**src/rtl/ppu_register_bank_if.sv**
```systemverilog
// ppu_register_bank_if: CPU register bus between the CPU bridge (master) and the PPU register bank (slave)
interface ppu_register_bank_if;
  logic       cpuSel;
  logic [2:0] cpuAddr;
  logic       readWrite;
  logic [7:0] cpuData_IN;
  logic [7:0] cpuData_OUT;
  modport master(output cpuSel, cpuAddr, readWrite, cpuData_IN, input cpuData_OUT);
  modport slave(input cpuSel, cpuAddr, readWrite, cpuData_IN, output cpuData_OUT);
endinterface

```
**src/rtl/ppu_register_bank.sv**
```systemverilog
// ppu_register_bank: PPU $2000-$2007 register front end with loopy scroll, buffered PPUDATA and palette; define PPU_OPEN_BUS_EN for the open-bus latch
module ppu_register_bank #(
  parameter int COLOUR_WIDTH   = 6,
  parameter int OAM_ADDR_WIDTH = 8,
  parameter int ACK_TIMEOUT    = 15
) (
  input  logic                      clk,
  input  logic                      reset_N,
  input  logic                      clkEn,
  ppu_register_bank_if.slave        cpuBus,
  output logic                      vramReq,
  output logic                      vramWe,
  output logic [13:0]               vramAddr,
  output logic [7:0]                vramWData,
  input  logic [7:0]                vramRData,
  input  logic                      vramAck,
  output logic [OAM_ADDR_WIDTH-1:0] oamAddress,
  output logic                      oamWe,
  output logic [7:0]                oamWData,
  input  logic [7:0]                oamRData,
  output logic [14:0]               videoRamAddress,
  output logic [2:0]                fineXScroll,
  output logic [7:0]                controlReg,
  output logic [7:0]                maskReg,
  input  logic                      incrementX,
  input  logic                      incrementY,
  input  logic                      resetX,
  input  logic                      resetY,
  input  logic                      setVerticalBlank,
  input  logic                      clearVerticalBlank,
  input  logic                      spriteOverflow,
  input  logic                      spriteCollision,
  input  logic [4:0]                palleteSelect,
  output logic [COLOUR_WIDTH-1:0]   selectedColour,
  output logic                      nmi_N,
  output logic                      dataBusy
);
  typedef enum logic [1:0] {IDLE, RD_WAIT, WR_WAIT} state_t;
  localparam int CW = $clog2(ACK_TIMEOUT + 1);
  state_t state;
  logic [CW-1:0] waitCnt;
  logic [COLOUR_WIDTH-1:0] palette [32];
  logic [14:0] v, t, vN, tN;
  logic [2:0] xN, a;
  logic w, wN, vblank, taken, accept, wr, rd, isPal, take2007, strobe;
  logic [7:0] d, readBuffer, readVal, rdHold, palOut, woVal;
  logic [4:0] statLow, palIdx;

  function automatic logic [4:0] palMirror(input logic [4:0] i);
    return (i[4] && i[1:0] == 2'b00) ? {1'b0, i[3:0]} : i;
  endfunction

  assign a = cpuBus.cpuAddr;
  assign d = cpuBus.cpuData_IN;
  assign accept = clkEn & cpuBus.cpuSel & ~taken;
  assign wr = accept & ~cpuBus.readWrite;
  assign rd = accept & cpuBus.readWrite;
  assign isPal = v[13:8] == 6'h3F;
  assign dataBusy = state != IDLE;
  assign take2007 = accept && a == 3'd7 && !dataBusy;
  assign strobe = incrementX | incrementY | resetX | resetY;
  assign palIdx = palMirror(v[4:0]);
  assign palOut = 8'(palette[palIdx]);
  assign nmi_N = ~(vblank & controlReg[7]);
  assign oamWe = wr && a == 3'd4;
  assign oamWData = d;
  assign videoRamAddress = v;
  assign readVal = a == 3'd2 ? {vblank, spriteCollision, spriteOverflow, statLow} :
                   a == 3'd4 ? oamRData :
                   a == 3'd7 ? ((isPal && !dataBusy) ? palOut : readBuffer) : woVal;
  // read data is live on the accepting cycle, then held so side effects cannot disturb it
  assign cpuBus.cpuData_OUT = (cpuBus.cpuSel & cpuBus.readWrite) ? (rd ? readVal : rdHold) : 8'h00;

`ifdef PPU_OPEN_BUS_EN
  logic [7:0] openBus;
  logic [19:0] decayCnt;
  assign woVal = openBus;
  assign statLow = openBus[4:0];
  // open-bus latch refreshed by every bus transfer, decaying to 0 after 2^20 idle clkEn cycles
  always_ff @(posedge clk or negedge reset_N)
    if (!reset_N) begin
      openBus <= 8'h00;
      decayCnt <= '0;
    end else if (clkEn) begin
      openBus <= wr ? d : rd ? readVal : (&decayCnt) ? 8'h00 : openBus;
      decayCnt <= (wr | rd) ? '0 : decayCnt + 20'd1;
    end
`else
  assign woVal = 8'h00;
  assign statLow = 5'h00;
`endif

  // loopy t/x/w and v: CPU register effects first, then render strobes layered on top
  always_comb begin
    tN = t;
    xN = fineXScroll;
    wN = w;
    vN = v;
    if (wr && a == 3'd0) tN[11:10] = d[1:0];
    if (wr && a == 3'd5) begin
      if (!w) begin
        tN[4:0] = d[7:3];
        xN = d[2:0];
      end else begin
        tN[9:5] = d[7:3];
        tN[14:12] = d[2:0];
      end
      wN = ~w;
    end
    if (wr && a == 3'd6) begin
      if (!w) tN[14:8] = {1'b0, d[5:0]};
      else begin
        tN[7:0] = d;
        vN = tN;
      end
      wN = ~w;
    end
    if (rd && a == 3'd2) wN = 1'b0;
    if (take2007 && !strobe) vN = vN + (controlReg[2] ? 15'd32 : 15'd1);
    if (incrementX) {vN[10], vN[4:0]} = {vN[10], vN[4:0]} + 6'd1;
    if (incrementY) begin
      if (vN[14:12] != 3'd7) vN[14:12] = vN[14:12] + 3'd1;
      else begin
        vN[14:12] = 3'd0;
        vN[11] = vN[9:5] == 5'd29 ? ~vN[11] : vN[11];
        vN[9:5] = vN[9:5] == 5'd29 ? 5'd0 : vN[9:5] + 5'd1;
      end
    end
    if (resetX) {vN[10], vN[4:0]} = {tN[10], tN[4:0]};
    if (resetY) {vN[14:11], vN[9:5]} = {tN[14:11], tN[9:5]};
  end

  // register file, vblank flag, strobe edge tracking and render colour lookup
  always_ff @(posedge clk or negedge reset_N)
    if (!reset_N) begin
      taken <= 1'b0;
      v <= '0;
      t <= '0;
      fineXScroll <= '0;
      w <= 1'b0;
      controlReg <= '0;
      maskReg <= '0;
      oamAddress <= '0;
      vblank <= 1'b0;
      rdHold <= '0;
      selectedColour <= '0;
    end else if (clkEn) begin
      taken <= cpuBus.cpuSel;
      v <= vN;
      t <= tN;
      fineXScroll <= xN;
      w <= wN;
      if (wr && a == 3'd0) controlReg <= d;
      if (wr && a == 3'd1) maskReg <= d;
      if (wr && a == 3'd3) oamAddress <= OAM_ADDR_WIDTH'(d);
      if (wr && a == 3'd4) oamAddress <= oamAddress + OAM_ADDR_WIDTH'(1);
      vblank <= (rd && a == 3'd2) ? 1'b0 : setVerticalBlank ? 1'b1 : clearVerticalBlank ? 1'b0 : vblank;
      if (rd) rdHold <= readVal;
      selectedColour <= palette[palleteSelect[1:0] == 2'b00 ? 5'd0 : palleteSelect] &
                        (maskReg[0] ? COLOUR_WIDTH'(8'h30) : {COLOUR_WIDTH{1'b1}});
    end

  // palette RAM written directly by CPU writes in the $3F00 window
  always_ff @(posedge clk or negedge reset_N)
    if (!reset_N) for (int i = 0; i < 32; i++) palette[i] <= '0;
    else if (take2007 && !cpuBus.readWrite && isPal) palette[palIdx] <= d[COLOUR_WIDTH-1:0];

  // PPUDATA VRAM handshake FSM with ack timeout; palette reads refill the buffer from the mirrored nametable
  always_ff @(posedge clk or negedge reset_N)
    if (!reset_N) begin
      state <= IDLE;
      vramReq <= 1'b0;
      vramWe <= 1'b0;
      vramAddr <= '0;
      vramWData <= '0;
      readBuffer <= '0;
      waitCnt <= '0;
    end else if (clkEn) begin
      if (state == IDLE) begin
        if (take2007 && (cpuBus.readWrite || !isPal)) begin
          state <= cpuBus.readWrite ? RD_WAIT : WR_WAIT;
          vramReq <= 1'b1;
          vramWe <= ~cpuBus.readWrite;
          vramAddr <= isPal ? v[13:0] & 14'h2FFF : v[13:0];
          vramWData <= d;
          waitCnt <= '0;
        end
      end else if (vramAck || waitCnt == CW'(ACK_TIMEOUT - 1)) begin
        state <= IDLE;
        vramReq <= 1'b0;
        vramWe <= 1'b0;
        if (vramAck && state == RD_WAIT) readBuffer <= vramRData;
      end else waitCnt <= waitCnt + CW'(1);
    end
endmodule
```
**src/flat_wrapper.sv**
```systemverilog
// flat-port wrapper written by rule: the top's interface ports become plain ports
module ppu_register_bank_flat 
#(
  parameter int COLOUR_WIDTH   = 6,
  parameter int OAM_ADDR_WIDTH = 8,
  parameter int ACK_TIMEOUT    = 15
)
  (clk, reset_N, clkEn, vramReq, vramWe, vramAddr, vramWData, vramRData, vramAck, oamAddress, oamWe, oamWData, oamRData, videoRamAddress, fineXScroll, controlReg, maskReg, incrementX, incrementY, resetX, resetY, setVerticalBlank, clearVerticalBlank, spriteOverflow, spriteCollision, palleteSelect, selectedColour, nmi_N, dataBusy, cpuBus_cpuSel, cpuBus_cpuAddr, cpuBus_readWrite, cpuBus_cpuData_IN, cpuBus_cpuData_OUT);
  ppu_register_bank_if cpuBus_i ();
  input  logic clk;
  input  logic reset_N;
  input  logic clkEn;
  output logic vramReq;
  output logic vramWe;
  output logic [13:0] vramAddr;
  output logic [7:0] vramWData;
  input  logic [7:0] vramRData;
  input  logic vramAck;
  output logic [OAM_ADDR_WIDTH-1:0] oamAddress;
  output logic oamWe;
  output logic [7:0] oamWData;
  input  logic [7:0] oamRData;
  output logic [14:0] videoRamAddress;
  output logic [2:0] fineXScroll;
  output logic [7:0] controlReg;
  output logic [7:0] maskReg;
  input  logic incrementX;
  input  logic incrementY;
  input  logic resetX;
  input  logic resetY;
  input  logic setVerticalBlank;
  input  logic clearVerticalBlank;
  input  logic spriteOverflow;
  input  logic spriteCollision;
  input  logic [4:0] palleteSelect;
  output logic [COLOUR_WIDTH-1:0] selectedColour;
  output logic nmi_N;
  output logic dataBusy;
  input wire logic [$bits(cpuBus_i.cpuSel)-1:0] cpuBus_cpuSel;
  input wire logic [$bits(cpuBus_i.cpuAddr)-1:0] cpuBus_cpuAddr;
  input wire logic [$bits(cpuBus_i.readWrite)-1:0] cpuBus_readWrite;
  input wire logic [$bits(cpuBus_i.cpuData_IN)-1:0] cpuBus_cpuData_IN;
  output wire logic [$bits(cpuBus_i.cpuData_OUT)-1:0] cpuBus_cpuData_OUT;
  assign cpuBus_i.cpuSel = cpuBus_cpuSel;
  assign cpuBus_i.cpuAddr = cpuBus_cpuAddr;
  assign cpuBus_i.readWrite = cpuBus_readWrite;
  assign cpuBus_i.cpuData_IN = cpuBus_cpuData_IN;
  assign cpuBus_cpuData_OUT = cpuBus_i.cpuData_OUT;
  ppu_register_bank #(.COLOUR_WIDTH(COLOUR_WIDTH), .OAM_ADDR_WIDTH(OAM_ADDR_WIDTH), .ACK_TIMEOUT(ACK_TIMEOUT)) u_core (.clk(clk), .reset_N(reset_N), .clkEn(clkEn), .cpuBus(cpuBus_i), .vramReq(vramReq), .vramWe(vramWe), .vramAddr(vramAddr), .vramWData(vramWData), .vramRData(vramRData), .vramAck(vramAck), .oamAddress(oamAddress), .oamWe(oamWe), .oamWData(oamWData), .oamRData(oamRData), .videoRamAddress(videoRamAddress), .fineXScroll(fineXScroll), .controlReg(controlReg), .maskReg(maskReg), .incrementX(incrementX), .incrementY(incrementY), .resetX(resetX), .resetY(resetY), .setVerticalBlank(setVerticalBlank), .clearVerticalBlank(clearVerticalBlank), .spriteOverflow(spriteOverflow), .spriteCollision(spriteCollision), .palleteSelect(palleteSelect), .selectedColour(selectedColour), .nmi_N(nmi_N), .dataBusy(dataBusy));
endmodule
```
**config.mk**
```make
export PLATFORM = sky130hd
export DESIGN_NAME = ppu_register_bank_flat
export DESIGN_NICKNAME = d
export VERILOG_FILES = /design/src/rtl/ppu_register_bank_if.sv /design/src/rtl/ppu_register_bank.sv /design/src/flat_wrapper.sv
export SDC_FILE = /design/constraint.sdc
export NUM_CORES = 1
export LEC_CHECK = 0
export CAP_MARGIN = 15
export CORE_MARGIN = 2
export CORE_UTILIZATION = 44
export DETAILED_ROUTE_END_ITERATION = 6
export DONT_BUFFER_PORTS = 1
export GPL_TIMING_DRIVEN = 0
export PLACE_DENSITY = 0.58
export SYNTH_ARGS = -nofsm -noshare
export SYNTH_HDL_FRONTEND = slang
export SYNTH_SLANG_ARGS = --single-unit
```
**constraint.sdc**
```tcl
create_clock -name clk -period 6.6 [get_ports clk]
set_input_delay 0.66 -clock clk [delete_from_list [all_inputs] [get_ports clk]]
set_output_delay 0.66 -clock clk [all_outputs]
set_load 0.005 [all_outputs]
```
# [After elaboration in Yosys (flattened, before gate mapping)]
# Cells that the tools add are included.
# W data, S select, Z words.
[totals] rom_bits=0 out_inout_bits=91 latchBits=0 ff_bits=304 mem_bits_rw=0 n_memories=0
[op_classes] addsub=6 bitwise=18 magnitude_cmp=3 n_shift=0 muxes=65 mul=0 n_reduce_logical=42 n_eq_ne=14 div_mod_pow=0
[ops] cell="$bwmux W192" n=1
[ops] cell="$mux W8" n=9
[ops] cell="$bmux W6 S5" n=2
[ops] cell="$mux W15" n=4
[ops] cell="$mux W5" n=10
[ops] cell="$mux W6" n=6
[ops] cell="$demux W6 S5" n=1
[ops] cell="$mux W4" n=6
[ops] cell="$logic_and A1 B1 Y1" n=17
[ops] cell="$add A15 B15 Y15" n=1
[ops] cell="$mux W1" n=15
[ops] cell="$mux W13" n=1
[ops] cell="$eq A3 B3 Y1 const B" n=4
[ops] cell="$ge A6 B6 Y1 const B" n=2
[ops] cell="$not A5 Y6" n=2
[ops] cell="$reduce_and A3 Y1" n=4
[ops] cell="$mux W10" n=1
[ops] cell="$mux W2" n=5
[ops] cell="$reduce_and A2 Y1" n=5
[ops] cell="$mux W3" n=3
[ops] cell="$add A8 B1 Y8 const B" n=1
[ops] cell="$mux W7" n=1
[ops] cell="$add A6 B1 Y6 const B" n=1
[ops] cell="$and A1 B1 Y1" n=6
[ops] cell="other kinds (23)" n=40

# [Depth between registers and ports, before layout]
# Gate-level depths: netlist (run 1).
[logic_depth] depth_word=14 depth_mapped=22

# [Least setup slack after synthesis (run 1)]
# OpenSTA, ideal clock, no wires.
[synth_timing] path_type="input-to-reg" start="in cpuBus_cpuSel" end="reg u_core.v[11] (netlist: u_core.videoRamAddress[11])" cell_stages=22 setup_slack_ns=2.165 required_time_ns=6.532 arrival_time_ns=4.367 cell_sequence="clkbuf_2 -> and4b_1 -> nand2_1 -> clkbuf_8 -> nand2_1 -> nand2_1 -> ha_1 -> nand2_1 -> nor4_1 -> nor3_1 -> or2_2 -> nor2_1 -> xnor2_1 -> nand2_1 -> o21ai_0 -> ha_1 -> ha_1 -> nand2_1 -> a21o_1 -> a2111o_1 -> or3_1 -> nand3_1"
[synth_via] elab_chain_cells=14 elab_cells_between_ends=25
[synth_lines] item="start: declaration" line="flat_wrapper.sv:39" rtl="input wire logic [$bits(cpuBus_i.cpuSel)-1:0] cpuBus_cpuSel;"
[synth_lines] item="$and A1 B1 Y1 (*) (2 in a row)" line="ppu_register_bank.sv:55" rtl="assign accept = clkEn & cpuBus.cpuSel & ~taken;"
[synth_lines] item="$and A1 B1 Y1" line="ppu_register_bank.sv:56" rtl="assign wr = accept & ~cpuBus.readWrite;"
[synth_lines] item="$logic_and A1 B1 Y1 (on tied branches)" line="ppu_register_bank.sv:100, ppu_register_bank.sv:99"
[synth_lines] item="$mux W10 or $mux W2 (tied branches)" line="ppu_register_bank.sv:100, ppu_register_bank.sv:99"
[synth_lines] item="$mux W15" line="ppu_register_bank.sv:111" rtl="if (!w) tN[14:8] = {1'b0, d[5:0]};"
[synth_lines] item="$mux W15" line="ppu_register_bank.sv:110" rtl="if (wr && a == 3'd6) begin"
[synth_lines] item="$add A15 B15 Y15" line="ppu_register_bank.sv:119" rtl="if (take2007 && !strobe) vN = vN + (controlReg[2] ? 15'd32 : 15'd1);"
[synth_lines] item="$mux W15" line="ppu_register_bank.sv:119"
[synth_lines] item="$eq A5 B5 Y1 or $not A1 Y1 (tied branches)" line="ppu_register_bank.sv:125" rtl="vN[11] = vN[9:5] == 5'd29 ? ~vN[11] : vN[11];"
[synth_lines] item="$mux W1" line="ppu_register_bank.sv:125"
[synth_lines] item="$mux W1" line="ppu_register_bank.sv:122" rtl="if (vN[14:12] != 3'd7) vN[14:12] = vN[14:12] + 3'd1;"
[synth_lines] item="$mux W4" line="ppu_register_bank.sv:121" rtl="if (incrementY) begin"
[synth_lines] item="$mux W4 (*)" line="ppu_register_bank.sv:130" rtl="if (resetY) {vN[14:11], vN[9:5]} = {tN[14:11], tN[9:5]};"
[synth_lines] item="end signal: assignment" line="ppu_register_bank.sv:149" rtl="v <= vN;"
[synth_lines] item="end: declaration" line="ppu_register_bank.sv:43" rtl="logic [14:0] v, t, vN, tN;"
# Every way passes the cells marked *; elsewhere a longest branch is shown, timed or not.
# A chain may end at the register's enable or synchronous reset.

# [Worst setup path after layout (run 1)]
[layout_timing] start="reg u_core.v[0] (netlist: u_core.videoRamAddress[0])" end="reg u_core.v[11] (netlist: u_core.videoRamAddress[11])"
[layout_via] elab_chain_cells=9 elab_cells_between_ends=11
[layout_lines] item="$mux W15" line="ppu_register_bank.sv:111"
[layout_lines] item="$mux W15 (*)" line="ppu_register_bank.sv:110"
[layout_lines] item="$add A15 B15 Y15 (*)" line="ppu_register_bank.sv:119"
[layout_lines] item="$mux W15 (*)" line="ppu_register_bank.sv:119"
[layout_lines] item="$eq A5 B5 Y1 or $not A1 Y1 (tied branches)" line="ppu_register_bank.sv:125"
[layout_lines] item="$mux W1" line="ppu_register_bank.sv:125"
[layout_lines] item="$mux W1" line="ppu_register_bank.sv:122"
[layout_lines] item="$mux W4 (*)" line="ppu_register_bank.sv:121"
[layout_lines] item="$mux W4 (*)" line="ppu_register_bank.sv:130"
# Marked as above.

==> results of run 1 <==
registers in the layout, indices dropped and copies added, names as in the netlist:
name and count:
u_core.palette 179, u_core.t 15, u_core.videoRamAddress 15, u_core.vramAddr 14, u_core.controlReg 8, u_core.maskReg 8
u_core.oamAddress 8, u_core.rdHold 8, u_core.readBuffer 8, u_core.vramWData 8, u_core.selectedColour 6, u_core.waitCnt 4
u_core.fineXScroll 3, u_core.state 1, u_core.taken 1, u_core.vblank 1, u_core.vramReq 1, u_core.vramWe 1
u_core.w 1
through the flow:
stage	setup WS [ns]	power, mW	area [um^2]
final	1.14	4.73	17800
after detailed placement	1.17	2.68	16600
after floorplan	2.16	2.42	16000
after global routing	0.666	4.88	17800
after global placement	1.21	2.68	16600
after CTS	1.16	4.74	17800
cell usage after synthesis (all sizes together), types with 6 or more instances:
cell,number,area share
dfrtp,290,0.45
mux2,261,0.18
nand2,95,0.022
clkbuf,91,0.023
nor2,83,0.020
a21oi,71,0.022
o21ai,68,0.022
mux4,37,0.052
a221oi,36,0.020
nand3,36,0.011
buf,35,0.013
mux2i,32,0.020
nor3,29,0.010
nor2b,24,0.0094
inv,23,0.0054
o22ai,19,0.0074
a31oi,17,0.0067
a22oi,14,0.0066
xnor2,14,0.0077
or3,12,0.0047
a211oi,11,0.0052
a22o,11,0.0060
nand2b,11,0.0043
ha,10,0.0078
a21o,6,0.0028
o211ai,6,0.0028
o221ai,6,0.0033
final timing paths:
kind | from | endpoint | slack (ns) | depth (start not counted)
setup / recovery | u_core.videoRamAddress[0] | u_core.videoRamAddress[11] | 1.14 | 19
hold / removal | reset_N | u_core.vramAddr[9] | -0.21 | 0
setup reg to reg | u_core.videoRamAddress[0] | u_core.videoRamAddress[11] | 1.14 | 19
hold reg to reg | u_core.palette[94] | u_core.palette[94] | 0.45 | 1
max in group asynchronous | reset_N | u_core.videoRamAddress[13] | 5.84 | 0
min in group clk | vramRData[0] | u_core.readBuffer[0] | 0.25 | 1
routing by layer:
| metal | wire [um] | vias up | global-route usage |
|---|---|---|---|
| met5 | 37 | - | 0 |
| met4 | 2320 | 6 | 0.118 |
| met3 | 5670 | 136 | 0.0732 |
| met2 | 25600 | 675 | 0.465 |
| met1 | 23400 | 6473 | 0.408 |
| li1 | - | 5410 | - |
power by group:
group / total, mW / switching [mW] / internal, mW
sequential: 2.01 / 0.126 / 1.89
clock: 2.06 / 0.814 / 1.24
combinational: 0.665 / 0.442 / 0.223
logic make-up (layout without fill, tap and decap cells):
family	after synthesis	count (layout)
AOI/OAI and AO/OA	298	298
DFF	290	290
and+or+nand+nor	341	341
muxes	330	330
xor gates and xnor gates	18	18
buffers and inverters	149	217
adders and majority gates	10	10
layout make-up:
type | instances | share of cell area
Tap cell | 461 | 0.0324
Clock buffer | 44 | 0.0543
Inverter | 23 | 0.00484
Multi-Input combinational cell | 997 | 0.453
Clock inverter | 18 | 0.0140
Sequential cell | 290 | 0.407
Timing Repair Buffer | 6 | 0.00211
Buffer | 126 | 0.0321
critical path: cells and delay by family, from the launching register on:
kind | cells | cell delay [ns]
adder cells (fa/ha/maj) | 4 | 1.00
XOR/XNOR | 1 | 0.17
AO/OA/AOI/OAI | 4 | 1.06
AND/OR/NAND/NOR | 7 | 1.63
buffers and inverters | 3 | 1.08
flip-flops | 1 | 0.45
==> results by group, run 1 <==
Run status
  – Failing checks: negative hold slack
  – Outcome: finished with violations

Synth
  – Synth Register Bits: between 200 and 300
  – Ys Warns: 0
  – Synth Area in Adders: 0.00782
  – Number of synthesized flops with an enable pin: 0
  – Mapped Nets: around 1500
  – Synthesized area: around 16000 um^2
  – Synth Area in Compound Gates: 0.122
  – Synth Flop Type: dfrtp_1
  – Netlist cell types: 85
  – Post-Syn Instances: ~1400
  – Register area share after synthesis: 0.454
  – Syn avg cell area: between 10 and 15 um^2
  – Xor/xnor cell area share of the yosys netlist: 0.00986
  – Post-synthesis simple-gate area fraction: 0.109
  – Mux contribution to synthesized area: 0.256
  – Fraction of registers with async set/reset: 1.00
  – Largest family of logic cells by synthesized area: multiplexers

Hold path
  – Min-delay worst type: primary input to asynchronous set/reset pin

Worst setup path
  – Critical path class: flip-flop to flip-flop
  – Largest fanout on the critical path: 10
  – Crit-path max cell delay: 0.47 ns
  – Slowest CP cell: buf_2
  – Arrival time worst endpoint: roughly 6.0 ns
  – Most common cell on crit path: ha_1
  – Worst setup SP type: flip-flop
  – Crit-path cells: buf_2 > buf_2 > inv_1 > o21ai_0 > ha_1 > ha_1 > nand2_1 > nor4_1 > nor3_1 > nor4b_1 > xnor2_1 > o21ai_0 > ha_1 > ha_1 > nand2_1 > a21o_1 > a2111o_1 > or3_1 > nand3_1
  – Critical Path RT: ~7.1 ns
  – Worst Setup End Kind: flip-flop

Placed design
  – Port Buffers: 0
  – Final HPWL DP: 40600 um
  – Placed cell count: ~1900
  – Global placement routability congestion: just under 1

STA
  – Hold Worst Slack: -0.210 ns
  – Crit path time final: between 5 and 6 ns
  – Setup violations, final: 0
  – Final hold violations: 126
  – FMAX: between 0.15 and 0.2 GHz
  – Max-slew violations: 0
  – Setup tns final: 0 ns
  – RSZ-0062 raised after global routing: false
  – Skew final: between 0.02 and 0.03 ns
  – Worst-Margin Slew: 1.21 ns
  – Slew HR: 0.186
  – Tcrit/Tclk final: 0.827

Clock network
  – H-tree depth: 2
  – Clk_lat worst skew: 0.56 ns
  – Post-CTS setup buffer count: 0
  – Largest buffer count on any clock path: 3
  – CTS-repair resized insts: 0
  – Cts bufs inserted: 34
  – CTS sink cnt: between 200 and 300
  – Worst-path clk slew: roughly 0.06 ns
  – Clk root buf: clkbuf_16
  – CTS tree: built

GRT
  – Vias in the first global route: between 10000 and 15000
  – Global Route Usage Sum: 0.301
  – Grt ovf: 0
  – Initial antenna violation count: 3
  – Global-route wire length before repair: ~84000 um
  – Largest net degree at the start of global routing: 291

Drt
  – Vias: 12700
  – 1st-iter DRT viols: approximately 1300
  – Wire length per cell: roughly 29 um
  – Pre-antenna DRT Iters: 7
  – Final wirelength: 57100 um
  – Mean number of vias per cell: roughly 6.5
  – Remaining DRCs: 0
  – ANT nets after route: 0

Final layout
  – Area growth from synthesis to layout: 11.5%
  – Share of cells above drive strength 1: 0.277
  – Nets: around 1500
  – Most frequent cells in the layout: dfrtp_1 (290), mux2_2 (259), nand2_1 (95), clkbuf_1 (88), nor2_1 (82)
  – Finished Layout Cells: 1965
  – Multi-input logic area: roughly 8000 um^2
  – # diodes: 0
  – Commonest non-fill, non-tap cell in the layout: dfrtp_1
  – Seq. cell area: between 7000 and 8000 um^2
  – Fill cell count: 3192
  – Core Util, Final: 0.500

Power and ir drop
  – P per Cell Area: 266 nW/um^2
  – P_leak: around 8 nW
  – VDD IR max: about 0.18 mV

Die
  – Die Y: just under 200 um
  – I/O pin count: between 100 and 150
  – Starting Density: 0.448
  – Die W: around 190 um
  – Core area: ~36000 um^2
  – Row count: between 60 and 70
  – Die Area: between 30000 and 40000 um^2

Job
  – Max_cap viols: 0
Note: power is estimated with default switching activity, not from simulation.
==> run 2, diff against run 1 <==
Settings changed: PLACE_DENSITY 0.58 to 0.6.
Clock period 6.6 ns to 4.6 ns, I/O delays scaled along.
==> results by group, run 2 (same netlist as run 1, synthesis figures left out) <==
Run status
  – Outcome: finished with violations
  – Failing checks: negative hold slack

Worst setup path
  – Slowest CP cell: dfrtp_2
  – Worst path bufs/invs: 2 (-1)
  – Critical R2R Capture: u_core.videoRamAddress[6]
  – Arrival time worst endpoint: 4.83 ns (-1.12 ns)
  – Worst Setup End Kind: flip-flop
  – CP top delay family: simple AND/OR/NAND/NOR gates
  – Largest fanout on the critical path: 10 (unchanged)
  – Crit-path max cell delay: 0.46 ns (about the same)
  – Critical path class: flip-flop to flip-flop
  – Most common cell on crit path: nand2_1
  – Reg2reg setup slack: 0.17 ns (-0.97 ns)
  – Crit-path cells: and4b_2 > nand2_4 > clkbuf_8 > nand2_1 > nand2_1 > ha_4 > nand3_1 > nor4_1 > a211oi_2 > or2_2 > nor2_1 > xnor2_1 > ha_2 > ha_4 > nand2_1 > a21o_1 > a2111o_1 > buf_4 > a22oi_2 > a21oi_1
  – Worst R2R Start: u_core.taken
  – Critical Path RT: 5.00 ns (-2.10 ns)
  – Critical Path Start: u_core.taken
  – Worst reg-to-reg path cell count: 20 (+1)
  – Worst setup SP type: flip-flop

Final layout
  – Design area: 18000 um^2 (+0.79%)
  – Area growth from synthesis to layout: 12.4%
  – Share of cells above drive strength 1: 0.294 (+0.0170)
  – Commonest non-fill, non-tap cell in the layout: dfrtp_1
  – Nets: 1540 (+0.39%)
  – Multi-input logic area: 8220 um^2 (+1.7%)
  – Max reg flops: 179 (unchanged)
  – Most frequent cells in the layout: dfrtp_1 (287), mux2_2 (259), nand2_1 (93), clkbuf_1 (90), nor2_1 (80)
  – Fill cell count: 3198 (+0.19%)
  – Seq. cell area: 7260 um^2 (about the same)
  – Reg with most FFs: u_core.palette

STA
  – FMAX: 0.226 GHz (+23%)
  – Tcrit/Tclk final: 0.963 (+0.137)
  – Setup tns final: 0 ns (unchanged)
  – Final hold violations: 290 (+130%)
  – Worst-Margin Slew: 1.19 ns (-0.0213 ns)
  – Slew HR: 0.200 (+0.0143)
  – Hold Worst Slack: -0.390 ns (-0.180 ns)
  – Max-slew violations: 0 (unchanged)
  – Setup violations, final: 0 (unchanged)
  – Skew final: 0.0296 ns (+0.00161 ns)
  – Crit path time final: 4.43 ns (-1.03 ns)

Placed design
  – Port Buffers: 0 (unchanged)
  – Global placement routability congestion: 0.986 (-0.65%)
  – Placed instance area: 16600 um^2 (about the same)
  – Final HPWL DP: 40500 um (-0.21%)

Drt
  – Remaining DRCs: 0 (unchanged)
  – Vias: 12800 (+0.99%)
  – ANT nets after route: 0 (unchanged)
  – Pre-antenna DRT Iters: 5 (-2)
  – Wire length per cell: 29.0 um (-0.18%)
  – Mean number of vias per cell: 6.51 (+0.68%)
  – 1st-iter DRT viols: 1374 (+6.8%)
  – Final wirelength: 57100 um (+0.13%)

Power and ir drop
  – P per Cell Area: 370 nW/um^2 (+39%)
  – VDD IR max: 0.288 mV (+57%)
  – P_leak: 8.07 nW (+0.47%)

Clock network
  – Clk_lat worst skew: 0.56 ns (about the same)
  – Largest buffer count on any clock path: 3 (unchanged)
  – Cts bufs inserted: 34 (unchanged)
  – H-tree depth: 2 (unchanged)
  – Clk root buf: clkbuf_16
  – CTS tree: built
  – CTS sink cnt: 290 (unchanged)
  – Worst-path clk slew: 0.06 ns (about the same)

Die
  – I/O pin count: 137 (unchanged)
  – Die W: 195 um (unchanged)
  – Row count: 69 (unchanged)
  – Die Area: 37900 um^2 (unchanged)
  – Core area: 35700 um^2 (unchanged)
  – Die Y: 195 um (unchanged)
  – Starting Density: 0.448 (unchanged)

GRT
  – Global Route Usage Sum: 0.301 (about the same)
  – Initial antenna violation count: 2 (-1)
  – Largest net degree at the start of global routing: 291 (unchanged)
  – Grt ovf: 0 (unchanged)
  – Global-route wire length before repair: 84600 um (+0.46%)
  – Vias in the first global route: 12700 (+2.9%)

Hold path
  – Min-delay worst type: primary input to asynchronous set/reset pin

Job
  – Max_cap viols: 0 (unchanged)
==> run 2: stage by stage <==
step | worst slack [ns] | instances | hold WS, ns | power [mW] | utilization
6_report | 0.169 | 1971 | -0.390 | 6.65 | 0.504
5_1_grt | -0.0385 | 1970 | -0.410 | 6.85 | 0.504
4_1_cts | -0.0257 | 1965 | -0.405 | 6.64 | 0.500
3_5_place_dp | -0.916 | 1903 | 0.170 | 3.84 | 0.466
3_3_place_gp | -0.900 | 1897 | 0.170 | 3.83 | 0.465
2_1_floorplan | 0.310 | 1436 | 0.164 | 3.47 | -
==> run 2: layout make-up <==
type | count | share of cell area
multi-input cells | 997 | 0.457
clock buffers | 48 | 0.0542
flip-flops and latches | 290 | 0.404
well taps | 461 | 0.0321
diodes | 1 | 0.000139
plain buffers | 124 | 0.0326
repair buffers | 14 | 0.00557
clock inverters | 13 | 0.00912
inverters | 23 | 0.00501
==> run 2: repair_timing <==
action,4_1_cts,5_1_grt
endpoints found under the hold margin,290,290
pin swaps,0,4
buffers inserted,2,6
cloned,0,0
setup endpoints to repair,11,8
gates resized for setup,23,23
==> run 2: worst max-delay path by stage <==
stage                                  to  slack, ns  cells past startpoint
4_1_cts        u_core.videoRamAddress[11]      -0.03                     21
2_1_floorplan  u_core.videoRamAddress[11]       0.31                     21
5_1_grt         u_core.videoRamAddress[6]      -0.04                     22
3_3_place_gp   u_core.videoRamAddress[11]      -0.90                     19
6_report        u_core.videoRamAddress[6]       0.17                     20
3_5_place_dp   u_core.videoRamAddress[11]      -0.92                     21
==> run 2: worst register-to-register path, cell delays in order (launching register included) <==
cell      delay [ns]
dfrtp_2         0.46
and4b_2         0.38
nand2_4         0.10
clkbuf_8        0.19
nand2_1         0.07
nand2_1         0.10
ha_4            0.31
nand3_1         0.06
nor4_1          0.34
a211oi_2        0.15
or2_2           0.33
nor2_1          0.14
xnor2_1         0.17
ha_2            0.23
ha_4            0.17
nand2_1         0.11
a21o_1          0.20
a2111o_1        0.43
buf_4           0.17
a22oi_2         0.11
a21oi_1         0.08
==> run 2: routing by layer <==
metal  GRT usage  routed length [um]
met4       0.131                2630
met3      0.0800                5350
met5           0                  14
met2       0.464               25800
met1       0.399               23400
==> run 2: power by group <==
part	leakage [nW]	total (mW)	internal, mW	switching (mW)
logic	3.57	0.968	0.338	0.630
clock network	0.556	2.79	1.65	1.14
registers	3.94	2.89	2.71	0.182
total	8.07	6.65	4.70	1.95
